===== src/rtl/bus_master_seq.sv =====
// Single-beat bus initiator for the M0 port: takes one client command, arbitrates for
// the bus, performs one write/read beat or waits on an interrupt, and returns a response.
module bus_master_seq #(
   parameter int RD_LAT  = 1,
   parameter int TIMEOUT = 1024,
   parameter int TW      = 11
) (
   input  logic        clk,
   input  logic        reset_n,
   input  logic        cmd_valid,
   output logic        cmd_ready,
   input  logic [1:0]  cmd_op,
   input  logic [7:0]  cmd_addr,
   input  logic [31:0] cmd_wdata,
   output logic        rsp_valid,
   output logic [31:0] rsp_rdata,
   output logic        rsp_err,
   output logic        busy,
   output logic        M0_req,
   input  logic        M0_grant,
   output logic        M0_wr,
   output logic [7:0]  M0_address,
   output logic [31:0] M0_dout,
   input  logic [31:0] M_din,
   input  logic        F_interrupt,
   input  logic        D_interrupt
);

   localparam logic [2:0] S_IDLE   = 3'd0;
   localparam logic [2:0] S_REQ    = 3'd1;
   localparam logic [2:0] S_XFER   = 3'd2;
   localparam logic [2:0] S_RDWAIT = 3'd3;
   localparam logic [2:0] S_WIRQ   = 3'd4;
   localparam logic [2:0] S_DONE   = 3'd5;

   localparam int LW = (RD_LAT > 1) ? $clog2(RD_LAT) : 1;

   logic [2:0]    state;
   logic [1:0]    op_q;
   logic [7:0]    addr_q;
   logic [31:0]   wdata_q;
   logic [31:0]   rdata_q;
   logic          err_q;
   logic [TW-1:0] timer;
   logic [TW-1:0] timer_inc;
   logic [LW-1:0] lat_cnt;
   logic          timed_out;
   logic          irq_sel;

   // Saturating count of wait cycles; the limit is checked against the incremented value
   // so exactly TIMEOUT cycles are spent waiting before giving up.
   assign timer_inc = (&timer) ? timer : timer + 1'b1;
   assign timed_out = (TIMEOUT != 0) && (timer_inc == TW'(TIMEOUT));
   assign irq_sel   = op_q[0] ? D_interrupt : F_interrupt;

   // NOTE: every register here is state, so all updates are non-blocking and every
   // register (data included) is cleared by the async reset for a known post-reset view.
   always_ff @(posedge clk or negedge reset_n) begin
      if (!reset_n) begin
         state   <= S_IDLE;
         op_q    <= '0;
         addr_q  <= '0;
         wdata_q <= '0;
         rdata_q <= '0;
         err_q   <= 1'b0;
         timer   <= '0;
         lat_cnt <= '0;
      end else begin
         case (state)
            S_IDLE: begin
               if (cmd_valid) begin
                  op_q    <= cmd_op;
                  addr_q  <= cmd_addr;
                  wdata_q <= cmd_wdata;
                  rdata_q <= '0;
                  err_q   <= 1'b0;
                  timer   <= '0;
                  lat_cnt <= '0;
                  state   <= cmd_op[1] ? S_WIRQ : S_REQ;
               end
            end
            S_REQ: begin
               if (M0_grant) begin
                  state <= S_XFER;
               end else if (timed_out) begin
                  err_q <= 1'b1;
                  state <= S_DONE;
               end else begin
                  timer <= timer_inc;
               end
            end
            S_XFER: begin
               lat_cnt <= '0;
               if (!M0_grant) begin
                  err_q <= 1'b1;
                  state <= S_DONE;
               end else begin
                  state <= op_q[0] ? S_RDWAIT : S_DONE;
               end
            end
            S_RDWAIT: begin
               if (!M0_grant) begin
                  err_q <= 1'b1;
                  state <= S_DONE;
               end else if (lat_cnt == LW'(RD_LAT - 1)) begin
                  rdata_q <= M_din;
                  state   <= S_DONE;
               end else begin
                  lat_cnt <= lat_cnt + 1'b1;
               end
            end
            S_WIRQ: begin
               if (irq_sel) begin
                  state <= S_DONE;
               end else if (timed_out) begin
                  err_q <= 1'b1;
                  state <= S_DONE;
               end else begin
                  timer <= timer_inc;
               end
            end
            S_DONE:  state <= S_IDLE;
            default: state <= S_IDLE;
         endcase
      end
   end

   // Outputs decode the state register only, so reset drops the bus request immediately.
   assign cmd_ready  = (state == S_IDLE);
   assign busy       = (state != S_IDLE);
   assign M0_req     = (state == S_REQ) || (state == S_XFER) || (state == S_RDWAIT);
   assign M0_wr      = (state == S_XFER) && !op_q[0];
   assign M0_address = ((state == S_XFER) || (state == S_RDWAIT)) ? addr_q : 8'h00;
   assign M0_dout    = M0_wr ? wdata_q : 32'h0;
   assign rsp_valid  = (state == S_DONE);
   assign rsp_err    = (state == S_DONE) && err_q;
   assign rsp_rdata  = (state == S_DONE) ? rdata_q : 32'h0;

endmodule

===== config.mk =====
export PLATFORM = sky130hd
export DESIGN_NAME = bus_master_seq
export DESIGN_NICKNAME = d
export VERILOG_FILES = /design/src/rtl/bus_master_seq.sv
export SDC_FILE = /design/constraint.sdc
export NUM_CORES = 1
export LEC_CHECK = 0
export CORE_MARGIN = 3
export CORE_UTILIZATION = 47
export CTS_BUF_LIST = sky130_fd_sc_hd__clkbuf_8
export CTS_CLUSTER_SIZE = 30
export DETAILED_ROUTE_END_ITERATION = 12
export PLACE_DENSITY = 0.93
export SYNTH_ARGS = -nofsm -noshare
export SYNTH_HDL_FRONTEND = slang
export SYNTH_SLANG_ARGS = --single-unit
export TNS_END_PERCENT = 1

===== constraint.sdc =====
create_clock -name clk -period 2.9 [get_ports clk]
set_clock_uncertainty 0.15 [all_clocks]
set_input_delay 0.435 -clock clk [delete_from_list [all_inputs] [get_ports clk]]
set_output_delay 0.435 -clock clk [all_outputs]
set_load 0.01 [all_outputs]

==> impl_metrics.toml, run 1 <==
[yosys]
syn_area_um2 = 4530
yosysUniqueCellTypes = 49
synth_common_cells = "nand2_1, dfrtp_1, and2_1"
ys_seq_elements = 88
ys_seq_area_share_pct = 48.6
yosysMostFrequentCell = "nand2_1"
yosysWarnings = 0
synth_top_area_cell = "dfrtp_1"
syn_inst = 549
synth_edf_count = 0
synthFlopType = "dfrtp_1"
avgSynthCellArea_um2 = 8.26
post-synth-top-area-fraction_pct = 48.6
syn-num-nets = 630
synthTopCellsByArea = "dfrtp_1, nand2_1, and2_1"
synthArstFlopShare_pct = 100

[placed_design]
port_buffers = 157
hpwl_um = 8960
gp_congestion = 0.841
placedCellCount = 811
placed_area_um2 = 6240

[sta]
hold_viol_final = 0
finalCritPeriodShare_pct = 94.7
worst_pin_slew_ns = 0.754
rsz0062_at_grt = "false"
final_max_slew_viol_count = 0
setup-violations-final = 0
relSlewSlack_pct = 49.7
max_freq_mhz = 364
period_needed_ns = 2.75
setup_tns_ns = 0

[route]
drt_first_pass_iters = 4
drt_first_iter_violations = 319
drtAntennaViolNets = 0
viasPerCell = 5.31
wl_per_cell_um = 15.2
route.detailed.drc = 0
vias = 4393
routed_wl_um = 12600

[power]
power.internal_mw = 2.80
p_sw_mw = 1.85
p_sw_share_pct = 39.8
p_comb_share_pct = 41.8
peakVddDrop_mv = 0.423
power_frac_seq_pct = 40.1
leakage_nw = 3.13
pwr_density_cell_nw_per_um2 = 722
clkPwrFrac_pct = 18.1

[critical_path]
path_max_fanout = 18
worst_setup_path_start_kind = "flop"
crit_path_end = "rsp_rdata[20]"
crit_slowest_cell = "clkdlybuf4s50_1"
endpoint_kind = "output port"
path_class = "reg -> out"
worstPathCellList = "inv_1 > nor2_1 > buf_4 > and3_1 > clkdlybuf4s50_1"
crit_required_ns = 2.32
reg2reg_depth = 7
r2r_end = "timer[2]"
reg2reg_from = "timer[3]"
cp_slowest_stage_delay_ns = 0.56
worstPathArrival_ns = 2.16
cp-startpoint = "state[0]"
r2r_slack_ns = 0.24

[global_route]
track_usage_pct = 23.8
grt_overflow = 0
grt_pass1_vias = 4469
grt_pass1_wl_um = 21500
antenna_found_initial = 0
grt_max_degree = 74

[clock_network]
cts_max_level = 3
ctsRootBufferMaster = "clkbuf_8"
clockBufferDepth = 2
cts_tree = "built"
worstSkewPairLatency_ns = 0.36
path_clk_slew_ns = 0.09
cts_made_buffers = 9
post-cts-setup-buffers = 0
clock_sinks = 88

[flow_run]
maxCapViolCount = 0

[floorplan]
core_area_um2 = 9330
die_h_um = 104
chipWidth_um = 104
start_util_pct = 48.6
fp-row-count = 35
num_io_pins = 158
dieArea_um2 = 10900

[min_path]
hp-class = "reg -> reg"

[layout]
design_area_um2 = 6440
diodes = 0
drive_gt1_share_pct = 7.73
post_layout_nonfiller_instances = 828
syn_to_final_growth_pct = 42.1
nets = 775

[outcome]
status = "finished, final reports clean"
[power groups by stage]
stage | Sequential, mW | Clock, mW | Combinational (mW)
after detailed placement | 1.87 | 0 | 1.95
after floorplan | 1.78 | 0 | 1.29
after global routing | 1.91 | 0.918 | 2.18
after CTS | 1.86 | 0.864 | 1.96
after global placement | 1.85 | 0 | 1.85
final | 1.86 | 0.844 | 1.95
[kinds of logic (layout without fill, tap and decap cells)]
| family | Yosys count | count (layout) | share of synthesized area [%] |
|---|---|---|---|
| compound gates | 42 | 42 | 7.01 |
| xor+xnor | 3 | 3 | 0.580 |
| fa+ha+maj | 1 | 1 | 0.276 |
| buf+inv | 47 | 197 | 4.89 |
| flops | 88 | 88 | 48.6 |
| mux | 2 | 2 | 0.442 |
| simple gates | 366 | 366 | 38.2 |
[worst min path at each step]
stage                      from  slack [ns]  cells after the start           to
floorplan               reset_n       -0.01                      0    addr_q[0]
global placement        reset_n        0.30                      1  rdata_q[22]
detailed placement      reset_n        0.29                      1  rdata_q[22]
CTS                 wdata_q[10]        0.33                      2  wdata_q[10]
global route          addr_q[0]        0.36                      2    addr_q[0]
finish              wdata_q[10]        0.32                      2  wdata_q[10]
[through the flow]
stage / hold slack [ns] / setup WS [ns] / power [mW] / util, %
after floorplan: -0.0106 / 0.528 / 3.06 / -
after global placement: 0.298 / 0.384 / 3.70 / 66.9
after detailed placement: 0.289 / 0.264 / 3.82 / 66.9
after CTS: 0.325 / 0.0316 / 4.68 / 69.1
after global routing: 0.357 / 0.0203 / 5.00 / 69.1
final: 0.323 / 0.154 / 4.65 / 69.1
[registers in the layout, summed over array words and instances, names as in the netlist]
name / cells
rdata_q: 32
wdata_q: 32
timer: 11
addr_q: 8
state: 3
err_q: 1
op_q: 1
[repair_timing]
item                                    4_1_cts  5_1_grt
endpoints found under the setup margin        0       26
hold endpoints to repair                     38        0
hold buffers                                  1        0
resized for setup                             0        1
[metal layers]
layer / wire [um] / track usage, % / up-vias
li1: - / - / 2088
met1: 5210 / 31.1 / 2101
met2: 6200 / 38.0 / 171
met3: 862 / 5.65 / 33
met4: 353 / 9.78 / 0
met5: 0 / 0 / -
[worst max-delay path, delay by kind of cell (launching register included)]
family / cells / cell delay (ns)
buf+inv: 3 / 0.93
flops: 1 / 0.49
simple gates: 2 / 0.37
[layout by cell type, fill, tap and decap left out, types with 2 or more instances in the layout]
| master | n |
|---|---|
| a211oi_2 | 6 |
| o21ai_0 | 6 |
| inv_1 | 6 |
| buf_4 | 17 |
| clkinvlp_4 | 2 |
| or3_1 | 3 |
| nand4_1 | 3 |
| nor3_1 | 4 |
| dfrtp_1 | 87 |
| mux2i_1 | 2 |
| clkdlybuf4s50_1 | 156 |
| a31oi_1 | 5 |
| and3_1 | 41 |
| a211oi_1 | 2 |
| nor2_1 | 18 |
| nand4b_1 | 2 |
| nor2b_1 | 3 |
| buf_12 | 2 |
| clkbuf_8 | 9 |
| and2_1 | 43 |
| nand3_1 | 38 |
| nand3_2 | 2 |
| xor2_1 | 2 |
| nand2_1 | 197 |
| a21oi_1 | 10 |
[final cells by class]
class,count,area (um2)
clock inverters,7,71.3
inverters,5,18.8
well taps,129,161
clock buffers,9,124
multi-input cells,414,2120
flip-flops and latches,88,2200
repair buffers,176,1740
fillers,679,2890
(Power assumes the default switching activity.)
==> inputs of run 2 (changes only) <==
--- a/config.mk
+++ b/config.mk
@@ -8,6 +8,7 @@
 export CORE_MARGIN = 3
 export CORE_UTILIZATION = 47
 export CTS_BUF_LIST = sky130_fd_sc_hd__clkbuf_8
+export CTS_CLUSTER_DIAMETER = 80
 export CTS_CLUSTER_SIZE = 30
 export DETAILED_ROUTE_END_ITERATION = 12
 export PLACE_DENSITY = 0.93
==> results of run 2 <==
The final DEF is identical to that of run 1; final timing and power are the same.
==> RTL change: new RTL, config.mk and constraints of run 1 <==
The parameter `TW` goes from 11 to 13.
--- a/src/rtl/bus_master_seq.sv
+++ b/src/rtl/bus_master_seq.sv
@@ -3,7 +3,7 @@
 module bus_master_seq #(
    parameter int RD_LAT  = 1,
    parameter int TIMEOUT = 1024,
-   parameter int TW      = 11
+   parameter int TW      = 13
 ) (
    input  logic        clk,
    input  logic        reset_n,
Check against the original RTL: no difference found for any inputs over 4 cycles, from zero or initial values and one cycle with reset_n low; that may be too few to reach the edited logic, so the function may still have changed.
==> RTL change against run 1 <==
  * The run now ends with negative hold slack left
  * Hold slack lost 0.35 ns
  * Utilization rose by 1.6 points
  * Via count rose by 4.3%
  * Total power grew 2.4%
  * Setup slack worse by 0.071 ns
  * Synthesized area increased by 1.2%
  * Sequential cell count up 2
  * Routed wire length up 6.7%
  * Clock power is 8.1% lower
  * Final area is 2.7% higher
  * Maximum frequency shrank 2.5%
  * Sequential share of layout area is 0.099 points lower
  * Non-clock buffer count is 2 higher
==> RTL change: results (changes against run 1) <==
Setup path:
- Grouping stages by cell kind, the critical path spends the most delay in simple AND/OR/NAND/NOR gates.
- The maximum fanout along the worst path is 6 (-12).
- Among all stages on the critical path, the largest delay is contributed by sky130_fd_sc_hd__dfrtp_1.
- The depth of the worst register-to-register path is 7 (unchanged).
- The largest stage delay on the critical path is 0.46 ns (-0.10 ns).

Timing:
- The final count of pins violating max slew is 0 (unchanged).
- The headroom to the max-slew limit is 0.501 (+0.00314).
- The final setup violation count is 0 (unchanged).
- The number of endpoints with negative hold slack in the final report is 15 (+15).
- The minimum hold slack is -0.0276 ns (-0.351 ns).

Power and ir drop:
- The worst IR drop on VDD is 0.000405 V (-4.2%).
- The leakage dissipation is 3.17 nW (+1.1%).

Clock tree:
- The maximum clock path buffer count came to 2 (unchanged).
- The clock latency on the worst-skew pair is 0.35 ns.
- The clock buffer count from CTS is 9 (unchanged).
- The clock transition at the registers of the reported paths is 0.10 ns.
- The number of H-tree levels is 3 (unchanged).
- In this run the clock root is driven by a sky130_fd_sc_hd__clkbuf_8.

Final layout:
- The post-layout net count is 788 (+1.7%).
- The largest registers in the layout are rdata_q: 32 flops, wdata_q: 32 flops, timer: 13 flops.
- The final cell count without fillers is 841 (+1.6%).
- The cell area after layout is 0.00662 mm2 (+2.7%).
- The number of fillers in the final layout is 683 (+0.59%).
- The share of cells above drive strength 1 is 0.0969 (+0.0197).
- The number of diodes added for antenna fixing is 0 (unchanged).

Placed design:
- The placer congestion estimate is 0.903 (+7.4%).
- The HPWL after detailed placement was 9460 um (+5.6%).
- The instance area at placement is 0.00636 mm2 (+2.0%).
- The number of placed cells counting well taps came to 823 (+1.5%).
- The number of input and output port buffers inserted came to 157 (unchanged).

Route:
- The mean routed wirelength per cell is 16.0 um (+5.1%).
- The detailed-route via count is 4580 (+4.3%).
- The initial DRC count came to 380 (+19%).
- The length of the first detailed-routing pass in iterations is 5 (+1).

Synthesis:
- For this run, the leading register cell type out of synthesis is sky130_fd_sc_hd__dfrtp_1.
- The number of unique standard cell types used by synthesis is 57 (+16%).
- The commonest cells after synthesis are 205 x sky130_fd_sc_hd__nand2_1, 90 x sky130_fd_sc_hd__dfrtp_1, 41 x sky130_fd_sc_hd__and2_1, 41 x sky130_fd_sc_hd__nand3_1, 35 x sky130_fd_sc_hd__and3_1.
- The number of nets in the synthesized netlist is 634 (+0.63%).
- The post-synthesis async set-or-reset flop share came to 1.00 (unchanged).
- The number of warnings printed during yosys synthesis is 0 (unchanged).
- The sequential area share after synthesis was 0.491 (+0.00535).
- The post-synthesis cell count is 553 (+0.73%).
- By area the synthesized netlist is led by sky130_fd_sc_hd__dfrtp_1 49%, sky130_fd_sc_hd__nand2_1 17%, sky130_fd_sc_hd__and2_1 5.6%.

Worst hold path:
- The min-delay analysis places its worst path in the category in -> async.

Outcome:
- The checks that failed: negative hold slack.
- The run finished, with violations left.

Global routing:
- The global-route wire length before repair came to 22100 um (+3.1%).
- The overall routing resource usage is 0.242 (+0.00427).
- The largest net degree at the start of global routing came to 60 (-19%).
- The initial antenna violation count is 0 (unchanged).
- The via count of the first global-routing pass is 4683 (+4.8%).
-- RTL change: cell count changes after synthesis, moves of 6 or more --
cell	run 1	this run
sky130_fd_sc_hd__a211oi_2	6	0
sky130_fd_sc_hd__and3_1	41	35
sky130_fd_sc_hd__nor3_1	4	11
sky130_fd_sc_hd__nand2_1	198	205
sky130_fd_sc_hd__a21oi_1	10	4
-- RTL change: logic make-up after synthesis --
| logic type | share of synthesized area |
|---|---|
| muxes | 0.00955 |
| and+or+nand+nor | 0.390 |
| xor gates and xnor gates | 0.00191 |
| buffers and inverters | 0.0341 |
| adders and majority gates | 0.00273 |
| DFF | 0.491 |
| AOI/OAI and AO/OA | 0.0704 |
-- RTL change: layout make-up --
cell class | instances | share of cell area
tap | 129 | 0.0244
multi-input combinational | 424 | 0.337
inverter | 4 | 0.00227
sequential | 90 | 0.341
timing repair buffer | 178 | 0.268
clock buffer | 10 | 0.0208
clock inverter | 6 | 0.00643
-- RTL change: timing repair --
| item | in CTS | in global routing |
|---|---|---|
| pin swaps | 0 | 1 |
| cloned | 0 | 1 |
| gates resized for setup | 3 | 12 |
| buffers inserted | 0 | 1 |
| setup endpoints to repair | 16 | 59 |
-- RTL change: power by group --
group	internal (mW)	leakage, nW	switching [mW]
Sequential	1.67	1.16	0.247
Clock	0.336	0.0941	0.440
Combinational	0.830	1.92	1.24
-- RTL change: final timing paths --
check | endpoint | startpoint | slack [ns]
hold reg to reg | wdata_q[19] | wdata_q[19] | 0.32
hold / removal | rdata_q[5] | reset_n | -0.03
setup reg to reg | timer[3] | timer[8] | 0.08
max in group asynchronous | state[1] | reset_n | 1.96
min in group clk | wdata_q[19] | wdata_q[19] | 0.32
setup / recovery | timer[3] | timer[8] | 0.08
-- RTL change: layer usage --
| layer | wire, um | share of wire | track usage |
|---|---|---|---|
| met5 | 0 | 0 | 0 |
| met4 | 334 | 0.025 | 0.0759 |
| met3 | 828 | 0.061 | 0.0519 |
| met2 | 7030 | 0.52 | 0.423 |
| met1 | 5280 | 0.39 | 0.298 |
-- RTL change: through the flow --
step | hold WS (ns) | worst slack [ns]
after CTS | 0.00415 | 0.00227
final | -0.0276 | 0.0839
after global placement | 0.301 | 0.126
after detailed placement | 0.304 | -0.0254
after floorplan | -0.0106 | 0.155
after global routing | 0.0231 | 0.0107
